--- config.mk ---
export PLATFORM = sky130hd
export DESIGN_NAME = alarm_ringer
export DESIGN_NICKNAME = d
export VERILOG_FILES = /design/src/rtl/alarm_ringer.sv
export SDC_FILE = /design/constraint.sdc
export NUM_CORES = 1
export LEC_CHECK = 0
export CAP_MARGIN = 30
export CORE_MARGIN = 5
export CORE_UTILIZATION = 52
export CTS_CLUSTER_SIZE = 40
export DETAILED_ROUTE_END_ITERATION = 7
export GPL_TIMING_DRIVEN = 0
export HOLD_SLACK_MARGIN = 0.12
export MAX_ROUTING_LAYER = met4
export PLACE_DENSITY_LB_ADDON = 0.1
export SETUP_SLACK_MARGIN = 0.4
export SYNTH_ARGS = -nofsm -noshare
export SYNTH_HDL_FRONTEND = slang
export SYNTH_SLANG_ARGS = --single-unit
--- constraint.sdc ---
create_clock -name clk -period 2.1 [get_ports clk]
set_input_delay 0.315 -clock clk [delete_from_list [all_inputs] [get_ports clk]]
set_output_delay 0.315 -clock clk [all_outputs]
set_load 0.02 [all_outputs]
--- src/rtl/alarm_ringer.sv ---
// Alarm sequencer: turns the alarm-time match edge into a timed, cadenced buzzer
// with snooze countdown and a per-event snooze limit.
module alarm_ringer #(
    parameter int TONE_HALF  = 50000,
    parameter int RING_SEC   = 60,
    parameter int SNOOZE_SEC = 300,
    parameter int MAX_SNOOZE = 3
) (
    input  logic       clk,
    input  logic       rst,
    input  logic       sec_tick,
    input  logic       alarm_match,
    input  logic       alarm_en,
    input  logic       snooze,
    input  logic       dismiss,
    output logic       buzzer,
    output logic       ringing,
    output logic       snoozing,
    output logic [1:0] snooze_left
);

    localparam int TONE_W = (TONE_HALF  > 1) ? $clog2(TONE_HALF)  : 1;
    localparam int RING_W = (RING_SEC   > 1) ? $clog2(RING_SEC)   : 1;
    localparam int SNZ_W  = (SNOOZE_SEC > 1) ? $clog2(SNOOZE_SEC) : 1;

    typedef enum logic [1:0] {
        ST_IDLE    = 2'd0,
        ST_RINGING = 2'd1,
        ST_SNOOZE  = 2'd2
    } state_t;

    state_t              r_state;
    logic                r_match_q;
    logic [RING_W-1:0]   r_ring_cnt;
    logic [SNZ_W-1:0]    r_snz_cnt;
    logic [TONE_W-1:0]   r_tone_cnt;
    logic                r_tone;
    logic                r_cadence;
    logic [1:0]          r_snooze_left;
    logic                r_buzzer;
    logic                r_ringing;
    logic                r_snoozing;

    state_t              w_state_next;
    logic                w_match_rise;
    logic [RING_W-1:0]   w_ring_cnt_next;
    logic [SNZ_W-1:0]    w_snz_cnt_next;
    logic [TONE_W-1:0]   w_tone_cnt_next;
    logic                w_tone_next;
    logic                w_cadence_next;
    logic                w_tone_restart;
    logic [1:0]          w_snooze_left_next;
    logic                w_buzzer_next;
    logic                w_ringing_next;
    logic                w_snoozing_next;

    // Edge, not level: a dismissed alarm stays quiet for the rest of the matching minute.
    assign w_match_rise = alarm_match & ~r_match_q;

    always_ff @(posedge clk) begin
        if (rst) begin
            r_state       <= ST_IDLE;
            r_match_q     <= 1'b0;
            r_ring_cnt    <= '0;
            r_snz_cnt     <= '0;
            r_tone_cnt    <= '0;
            r_tone        <= 1'b0;
            r_cadence     <= 1'b0;
            r_snooze_left <= 2'd0;
            r_buzzer      <= 1'b0;
            r_ringing     <= 1'b0;
            r_snoozing    <= 1'b0;
        end else begin
            r_state       <= w_state_next;
            r_match_q     <= alarm_match;
            r_ring_cnt    <= w_ring_cnt_next;
            r_snz_cnt     <= w_snz_cnt_next;
            r_tone_cnt    <= w_tone_cnt_next;
            r_tone        <= w_tone_next;
            r_cadence     <= w_cadence_next;
            r_snooze_left <= w_snooze_left_next;
            r_buzzer      <= w_buzzer_next;
            r_ringing     <= w_ringing_next;
            r_snoozing    <= w_snoozing_next;
        end
    end

    always_comb begin
        w_state_next       = r_state;
        w_ring_cnt_next    = r_ring_cnt;
        w_snz_cnt_next     = r_snz_cnt;
        w_snooze_left_next = r_snooze_left;
        w_cadence_next     = r_cadence;
        w_tone_restart     = 1'b0;
        case (r_state)
            ST_IDLE: begin
                if (alarm_en && w_match_rise) begin
                    w_state_next       = ST_RINGING;
                    w_ring_cnt_next    = '0;
                    w_snooze_left_next = 2'(MAX_SNOOZE);
                    w_cadence_next     = 1'b1;
                    w_tone_restart     = 1'b1;
                end
            end
            ST_RINGING: begin
                if (!alarm_en || dismiss) begin
                    w_state_next = ST_IDLE;
                end else if (snooze && (r_snooze_left != 2'd0)) begin
                    w_state_next       = ST_SNOOZE;
                    w_snz_cnt_next     = '0;
                    w_snooze_left_next = r_snooze_left - 2'd1;
                end else if (sec_tick) begin
                    if (r_ring_cnt == RING_W'(RING_SEC - 1)) begin
                        w_state_next = ST_IDLE;
                    end else begin
                        w_ring_cnt_next = r_ring_cnt + RING_W'(1);
                        w_cadence_next  = ~r_cadence;
                    end
                end
            end
            ST_SNOOZE: begin
                if (!alarm_en || dismiss) begin
                    w_state_next = ST_IDLE;
                end else if (sec_tick) begin
                    if (r_snz_cnt == SNZ_W'(SNOOZE_SEC - 1)) begin
                        w_state_next    = ST_RINGING;
                        w_ring_cnt_next = '0;
                        w_cadence_next  = 1'b1;
                        w_tone_restart  = 1'b1;
                    end else begin
                        w_snz_cnt_next = r_snz_cnt + SNZ_W'(1);
                    end
                end
            end
            default: begin
                w_state_next = ST_IDLE;
            end
        endcase
    end

    // Tone half-period counter free-runs only while ringing; outputs decode the next state.
    always_comb begin
        w_tone_cnt_next = r_tone_cnt;
        w_tone_next     = r_tone;
        if (w_tone_restart) begin
            w_tone_cnt_next = '0;
            w_tone_next     = 1'b1;
        end else if (r_state == ST_RINGING) begin
            if (r_tone_cnt == TONE_W'(TONE_HALF - 1)) begin
                w_tone_cnt_next = '0;
                w_tone_next     = ~r_tone;
            end else begin
                w_tone_cnt_next = r_tone_cnt + TONE_W'(1);
            end
        end
        w_ringing_next  = (w_state_next == ST_RINGING);
        w_snoozing_next = (w_state_next == ST_SNOOZE);
        w_buzzer_next   = w_ringing_next & w_tone_next & w_cadence_next;
    end

    assign buzzer      = r_buzzer;
    assign ringing     = r_ringing;
    assign snoozing    = r_snoozing;
    assign snooze_left = r_snooze_left;

endmodule

==> results by group, run 1 <==
Yosys
  • Syn_nets: 242
  • Mapped Area: 0.001982 mm2
  • Synth Area in Compound Gates: 14.46%
  • Largest family of logic cells by synthesized area: simple AND/OR/NAND/NOR gates
  • Register bit count reported by yosys: 41
  • Synth Area in Simple Gates: 28.85%
  • Async SR Flop Fraction: 0%
  • Ys flop type: dfxtp_1
  • Post-synthesis mux area share: 0.5051%
  • Synth Instances: 231
  • Syn avg cell area: 8.580 um2
  • Register area share after synthesis: 41.41%
  • Ys Warns: 0
  • Synth Area in XOR/XNOR: 8.838%
  • Post-synth EDFFs: 0
  • Cell variety after synth: 44
  • Adder-cell share of the synthesized area: 2.525%

Pwr
  • Sequential power share: 49.1%
  • Sw frac: 23.11%
  • Comb power frac: 9.9%
  • Clock power share: 40.9%
  • Max IR drop VDD: 0.4401 mV
  • NetSw: 375.4 uW
  • Internal: 1.249 mW
  • Power Dens Cells: 603.1 mW/mm2
  • Leakage: 0.9199 nW

Critical path
  • WP data required: 2280 ps
  • Reg-to-reg slack, setup: 150 ps
  • CP Capture Type: register
  • Crit. Startpoint: r_snz_cnt[2]
  • Endpoint arrival time on the critical path: 2130 ps
  • Worst Setup Path Type: reg2reg
  • RR Endpoint: r_ring_cnt[5]
  • Critical path peak fanout: 7
  • Critical register-to-register path startpoint: r_snz_cnt[2]
  • Crit path capture: r_ring_cnt[5]
  • Worst r2r path cells: 7
  • Worst Setup Start Kind: register

STA
  • RSZ-0062 raised after global routing: yes
  • Setup ws final: 150.1 ps
  • Measured slew at the worst slew-check pin: 497.2 ps
  • Skew final: 13.34 ps
  • Fmax: 0.5129 GHz
  • Fin crit period: 1950 ps
  • Setup violators final: 0
  • Tcrit/Tclk final: 92.85%
  • Final setup TNS: 0 ps
  • Final hold violations: 0
  • Slew headroom: 66.65%
  • Fin. max-slew vios: 0

CTS
  • CTS Buffer Depth: 2
  • CTS tree: yes
  • H-tree depth: 2
  • CTS buffer count: 5
  • Clock sinks: 41
  • CTS root buf: clkbuf_8
  • Worst-path clk slew: 90 ps
  • Post-CTS Hold Fix Bufs: 0
  • Clk_lat worst skew: 300 ps

Place
  • Dpl ws: -213.1 ps
  • Post-DP HPWL: 2958 um
  • Port bufs: 11
  • RePlAce Congestion: 0.8228

Routing
  • Routed Antenna Nets: 0
  • Iter 0 DRT Violations: 99
  • DR DRC count: 0
  • Vias: 1,829
  • Final wirelength: 4971 um
  • Vias per cell: 5.788
  • Wire per inst: 15.73 um
  • TritonRoute pass-1 iters: 4

GRT
  • Initial antenna violation count: 0
  • Gr usage total: 20.33%
  • First-pass GRT wire length: 8142 um
  • Largest net degree at the start of global routing: 13
  • Vias in the first global route: 1,758
  • GR Overflow Total: 0

Finish
  • # nets final: 278
  • Diodes inserted: 0
  • Area growth syn-to-layout: 35.92%
  • Fillers: 291
  • Layout cell share with drive strength beyond 1: 33.21%

Die
  • Width of the die: 71.74 um
  • Core area: 0.003689 mm2
  • Die height: 71.74 um
  • Die area: 0.005146 mm2
  • IO Count: 12
  • Row cnt: 22
  • Starting Density: 53.73%

Hold path
  • Worst min path class: reg2reg

Flow run
  • Number of max-cap violations: 0

Status
  • Status: complete, no violations
[worst min path at each step]
stage                   start  depth (start not counted)        endpoint
6_report       snooze_left[0]                          1  snooze_left[0]
4_1_cts        snooze_left[0]                          1  snooze_left[0]
5_1_grt        snooze_left[0]                          1  snooze_left[0]
2_1_floorplan     alarm_match                          1       r_match_q
3_3_place_gp   snooze_left[0]                          1  snooze_left[0]
3_5_place_dp   snooze_left[0]                          1  snooze_left[0]
[layer usage]
metal  global-route usage (%)  routed length, um
met5                        -                  0
met4                    5.846                 48
met3                    5.189                183
met2                    33.57               2595
met1                    24.40               2143
[repair_timing]
| item | in CTS | in global routing |
|---|---|---|
| hold endpoints to repair | 0 | 0 |
| setup buffers | 14 | 3 |
| gates resized for setup | 31 | 35 |
| pin swaps | 22 | 10 |
| gates cloned | 1 | 0 |
| endpoints found under the setup margin | 33 | 40 |
[area by class of cell]
| class | count | area, um2 | area share (%) |
|---|---|---|---|
| inverter | 9 | 33.78 | 1.254 |
| timing repair buffer | 29 | 264.0 | 9.800 |
| buffer | 7 | 53.80 | 1.997 |
| tap | 48 | 60.06 | 2.229 |
| clock inverter | 1 | 30.03 | 1.115 |
| sequential | 41 | 838.3 | 31.12 |
| clock buffer | 7 | 86.33 | 3.205 |
| multi-input combinational | 174 | 1328 | 49.28 |
[flip-flops by register name (all words and copies together), names as in the netlist, 2 cells and up]
register and count:
r_tone_cnt 16, snooze_left 2, r_state 2, r_ring_cnt 6
r_snz_cnt 9
[cells in the final DEF (no fill, tap or decap), drive strengths merged, types with 9 or more instances in the layout]
master         count
clkdlybuf4s50     10
xor2              16
nand2             14
inv                9
nor2              31
clkbuf            13
buf               19
nor3              10
dfxtp             41
nand3              9
a21oi             16
[cell usage after synthesis (2+ instances only)]
master	number	area share, %
a211oi_1	3	1.1
a21oi_1	16	4.0
and2_1	3	0.95
and3_1	2	0.63
clkbuf_1	6	1.1
dfxtp_1	41	41
ha_1	4	2.5
inv_1	9	1.7
nand2_1	14	2.7
nand2b_1	3	0.95
nand3_1	9	2.3
nand3b_1	2	0.76
nand4_1	6	1.9
nand4b_1	2	0.88
nor2_1	30	5.7
nor2b_1	4	1.3
nor3_1	10	2.5
nor4_1	2	0.63
o2111ai_1	2	0.88
o211ai_1	6	2.3
o21ai_0	5	1.3
o31ai_1	5	1.9
or2_2	2	0.63
or3_1	3	0.95
or4_1	5	1.9
xnor2_1	4	1.8
xor2_1	16	7.1
[worst max-delay path, cell delays in order (launching register included)]
cell     delay [ps]
dfxtp_4         350
or4b_4          540
nor4_4          210
nor2_2           80
buf_6           140
buf_4           130
o31ai_1         290
a21oi_2          90
[cells by family (layout without fill, tap and decap cells)]
family | Yosys count | count (layout)
AOI/OAI and AO/OA | 44 | 44
muxes | 1 | 1
xor gates and xnor gates | 20 | 20
buffers and inverters | 16 | 53
DFF | 41 | 41
adders and majority gates | 4 | 4
and+or+nand+nor | 105 | 105
[stage by stage]
| step | hold WS (ps) | instance area, um2 | instances | util [%] | total power [mW] |
|---|---|---|---|---|---|
| after detailed placement | 448.1 | 2191 | 290 | 59.40 | 0.9311 |
| after CTS | 460.9 | 2535 | 313 | 68.72 | 1.615 |
| after floorplan | 443.2 | 2021 | 231 | - | 0.8886 |
| after global routing | 479.6 | 2694 | 316 | 73.03 | 1.685 |
| final | 459.4 | 2694 | 316 | 73.03 | 1.625 |
| after global placement | 441.9 | 2191 | 290 | 59.40 | 0.9286 |
[power groups by stage]
stage	clock (mW)	sequential, mW	combinational [mW]
after floorplan	0	0.820	0.0687
after global placement	0	0.816	0.113
after detailed placement	0	0.817	0.114
after CTS	0.676	0.797	0.142
after global routing	0.711	0.800	0.174
final	0.665	0.798	0.161
Power figures use the tool's default switching activity.
==> run 2: changes to the inputs <==
--- a/config.mk
+++ b/config.mk
@@ -5,7 +5,7 @@
 export SDC_FILE = /design/constraint.sdc
 export NUM_CORES = 1
 export LEC_CHECK = 0
-export CAP_MARGIN = 30
+export CAP_MARGIN = 20
 export CORE_MARGIN = 5
 export CORE_UTILIZATION = 52
 export CTS_CLUSTER_SIZE = 40
==> results of run 2 <==
No change in the layout: final DEF, timing and power equal those of run 1.
==> run 3: changes to the inputs <==
--- a/config.mk
+++ b/config.mk
@@ -6,8 +6,9 @@
 export NUM_CORES = 1
 export LEC_CHECK = 0
 export CAP_MARGIN = 20
+export CORE_ASPECT_RATIO = 1.25
 export CORE_MARGIN = 5
-export CORE_UTILIZATION = 52
+export CORE_UTILIZATION = 58
 export CTS_CLUSTER_SIZE = 40
 export DETAILED_ROUTE_END_ITERATION = 7
 export GPL_TIMING_DRIVEN = 0
==> constraint.sdc (replaced) <==
create_clock -name clk -period 1.86 [get_ports clk]
set_input_delay 0.279 -clock clk [delete_from_list [all_inputs] [get_ports clk]]
set_output_delay 0.279 -clock clk [all_outputs]
set_load 0.005 [all_outputs]
==> run 3 against run 2 <==
  * The flow now finishes with violations (setup timing)
  * Final cell count shrank 2.8%
  * Clock skew fell by 3.5 ps
  * Die area is 8.8% lower
  * Critical endpoint is now r_snz_cnt[0]
==> results by group, run 3 (synthesized netlist as in run 1, its figures left out) <==
Status
  • Status: complete, but fails checks
  • Violated checks: setup timing

STA
  • Fin crit period: 1961 ps (+11.58 ps)
  • Fin. max-slew vios: 0 (unchanged)
  • Setup violators final: 6 (+6)
  • Final hold slack: 461.1 ps (+1.715 ps)
  • Tcrit/Tclk final: 105.5% (+13 points)
  • Skew final: 9.847 ps (-3.489 ps)
  • Slew headroom: 64.56% (-2.1 points)
  • Measured slew at the worst slew-check pin: 531.6 ps (+34.41 ps)
  • Final setup TNS: -382.0 ps (-382.0 ps)
  • Setup ws final: -101.4 ps (-251.6 ps)
  • RSZ-0062 raised after global routing: yes
  • Fmax: 0.5098 GHz (-0.59%)
  • Final hold violations: 0 (unchanged)

Hold path
  • Hold depth: 1 (unchanged)
  • HP Start: snooze_left[0]
  • Hold EP: snooze_left[0]
  • Worst min path class: reg2reg

CTS
  • CTS Buffer Depth: 2 (unchanged)
  • CTS root buf: clkbuf_8
  • Worst-path clk slew: 90 ps (about the same)
  • CTS tree: yes
  • CTS buffer count: 5 (unchanged)
  • Post-CTS Hold Fix Bufs: 0 (unchanged)
  • Clk_lat worst skew: 300 ps (about the same)
  • Clock sinks: 41 (unchanged)
  • H-tree depth: 2 (unchanged)

Pwr
  • Max IR drop VDD: 0.6745 mV (+53%)
  • Leakage: 0.9399 nW (+2.2%)
  • Power Dens Cells: 657.3 mW/mm2 (+9.0%)

Routing
  • Iter 0 DRT Violations: 148 (+49%)
  • Vias: 1,841 (+0.66%)
  • Final wirelength: 4911 um (-1.2%)
  • Wire per inst: 16.00 um (+1.7%)
  • Vias per cell: 5.997 (+3.6%)
  • DR DRC count: 0 (unchanged)
  • TritonRoute pass-1 iters: 4 (unchanged)
  • Routed Antenna Nets: 0 (unchanged)

GRT
  • First-pass GRT wire length: 8121 um (-0.26%)
  • Vias in the first global route: 1,773 (+0.85%)
  • Met2 Use GR: 38.82% (+5.3 points)
  • GRT busiest layer: met2
  • Initial antenna violation count: 0 (unchanged)
  • Largest net degree at the start of global routing: 15 (+2)
  • GR Overflow Total: 0 (unchanged)
  • Met3 usage: 5.457% (+0.27 points)
  • M1 GR Usage: 25.00% (+0.60 points)
  • Gr usage total: 22.13% (+1.8 points)

Place
  • Port bufs: 11 (unchanged)
  • RePlAce Congestion: 0.8278 (+0.61%)
  • Post-DP HPWL: 2874 um (-2.9%)

Finish
  • Largest registers: r_tone_cnt: 16 flops, r_snz_cnt: 9 flops, r_ring_cnt: 6 flops
  • Commonest non-fill, non-tap cell in the layout: dfxtp_1
  • Multi-input logic area: 0.001384 mm2 (+4.2%)
  • Layout cell share with drive strength beyond 1: 38.89% (+5.7 points)
  • Max reg flops: 16 (unchanged)
  • Area growth syn-to-layout: 38.70%
  • # nets final: 280 (+0.72%)
  • Fillers: 181 (-38%)
  • Diodes inserted: 0 (unchanged)
  • Reg with most FFs: r_tone_cnt
  • Commonest cells after routing, fill and taps aside: 26 x dfxtp_1, 21 x nor2_1, 17 x buf_4
  • Register Area: 844.6 um2 (+0.75%)

Die
  • IO Count: 12 (unchanged)
  • Width of the die: 62.29 um (-13%)
  • Die area: 0.004693 mm2 (-8.8%)
  • Row cnt: 23 (+4.5%)
  • Starting Density: 60.95% (+7.2 points)
  • Core area: 0.003252 mm2 (-12%)
  • Die height: 75.36 um (+5.0%)

Critical path
  • Endpoint arrival time on the critical path: 2130 ps (about the same)
  • Critical register-to-register path startpoint: r_snz_cnt[4]
  • Worst Setup Start Kind: register
  • CP Capture Type: register
  • Critical path peak fanout: 7 (unchanged)
  • Worst r2r path cells: 6 (-1)
  • WP data required: 2030 ps (-250 ps)
  • Reg-to-reg slack, setup: -100 ps (-250 ps)
  • Worst Setup Path Type: reg2reg
  • RR Endpoint: r_snz_cnt[0]

Flow run
  • Number of max-cap violations: 0 (unchanged)
==> run 3: changes by cell type in the layout (fill, tap and decap cells not counted), moves of 3 or more <==
cell	before	now
dfxtp_2	8	13
dfxtp_1	31	26
or4_4	1	4
or4_1	4	1
==> run 3: stage by stage <==
stage / power, mW / utilization, % / worst slack, ps / instances / area (um2)
after detailed placement: 1.054 / 69.41 / -488.8 / 279 / 2257
after CTS: 1.806 / 80.76 / -71.53 / 305 / 2626
after global placement: 1.051 / 69.41 / -486.3 / 279 / 2257
final: 1.807 / 84.53 / -101.4 / 307 / 2749
after floorplan: 1.007 / - / 39.58 / 231 / 2101
after global routing: 1.880 / 84.53 / -159.5 / 307 / 2749
==> run 3: worst max-delay path by stage <==
stage	from	slack, ps	cells past startpoint	end
CTS	r_snz_cnt[4]	-70	6	r_ring_cnt[3]
finish	r_snz_cnt[4]	-100	6	r_snz_cnt[0]
floorplan	r_snz_cnt[4]	40	6	r_ring_cnt[2]
global route	r_ring_cnt[0]	-160	6	r_ring_cnt[5]
detailed placement	alarm_en	-490	7	r_tone_cnt[5]
global placement	alarm_en	-490	7	r_tone_cnt[13]
==> run 3: what timing repair did <==
| action | 4_1_cts | 5_1_grt |
|---|---|---|
| resized for setup | 31 | 37 |
| buffers inserted | 16 | 2 |
| setup endpoints to repair | 40 | 41 |
| cloned | 2 | 0 |
| pin swaps | 28 | 13 |
==> run 3: worst max-delay path: stages (launching register included) <==
cell and delay [ps]:
dfxtp_2 330, or4b_4 560, buf_4 170, o21ba_4 230, o21ai_4 210, mux2i_1 270, nor2_1 70
==> run 3: power breakdown <==
part / internal, mW / switching (mW) / leakage, nW / total [mW]
registers: 0.889 / 0.0133 / 0.340 / 0.902
logic: 0.0790 / 0.0927 / 0.546 / 0.172
clock network: 0.402 / 0.332 / 0.0543 / 0.733
total: 1.37 / 0.438 / 0.940 / 1.81
==> run 3: area by class of cell <==
type,instances,area share [%]
clock buffers,5,2.503
inverters,9,1.229
plain buffers,7,1.957
well taps,37,1.684
multi-input cells,174,50.34
repair buffers,31,9.877
clock inverters,3,1.684
flip-flops and latches,41,30.72
==> run 3: layer usage <==
metal,vias to the layer above,wire length [um]
met2,37,2574
met1,894,2097
li1,902,-
met4,0,67
met3,8,172
met5,-,0
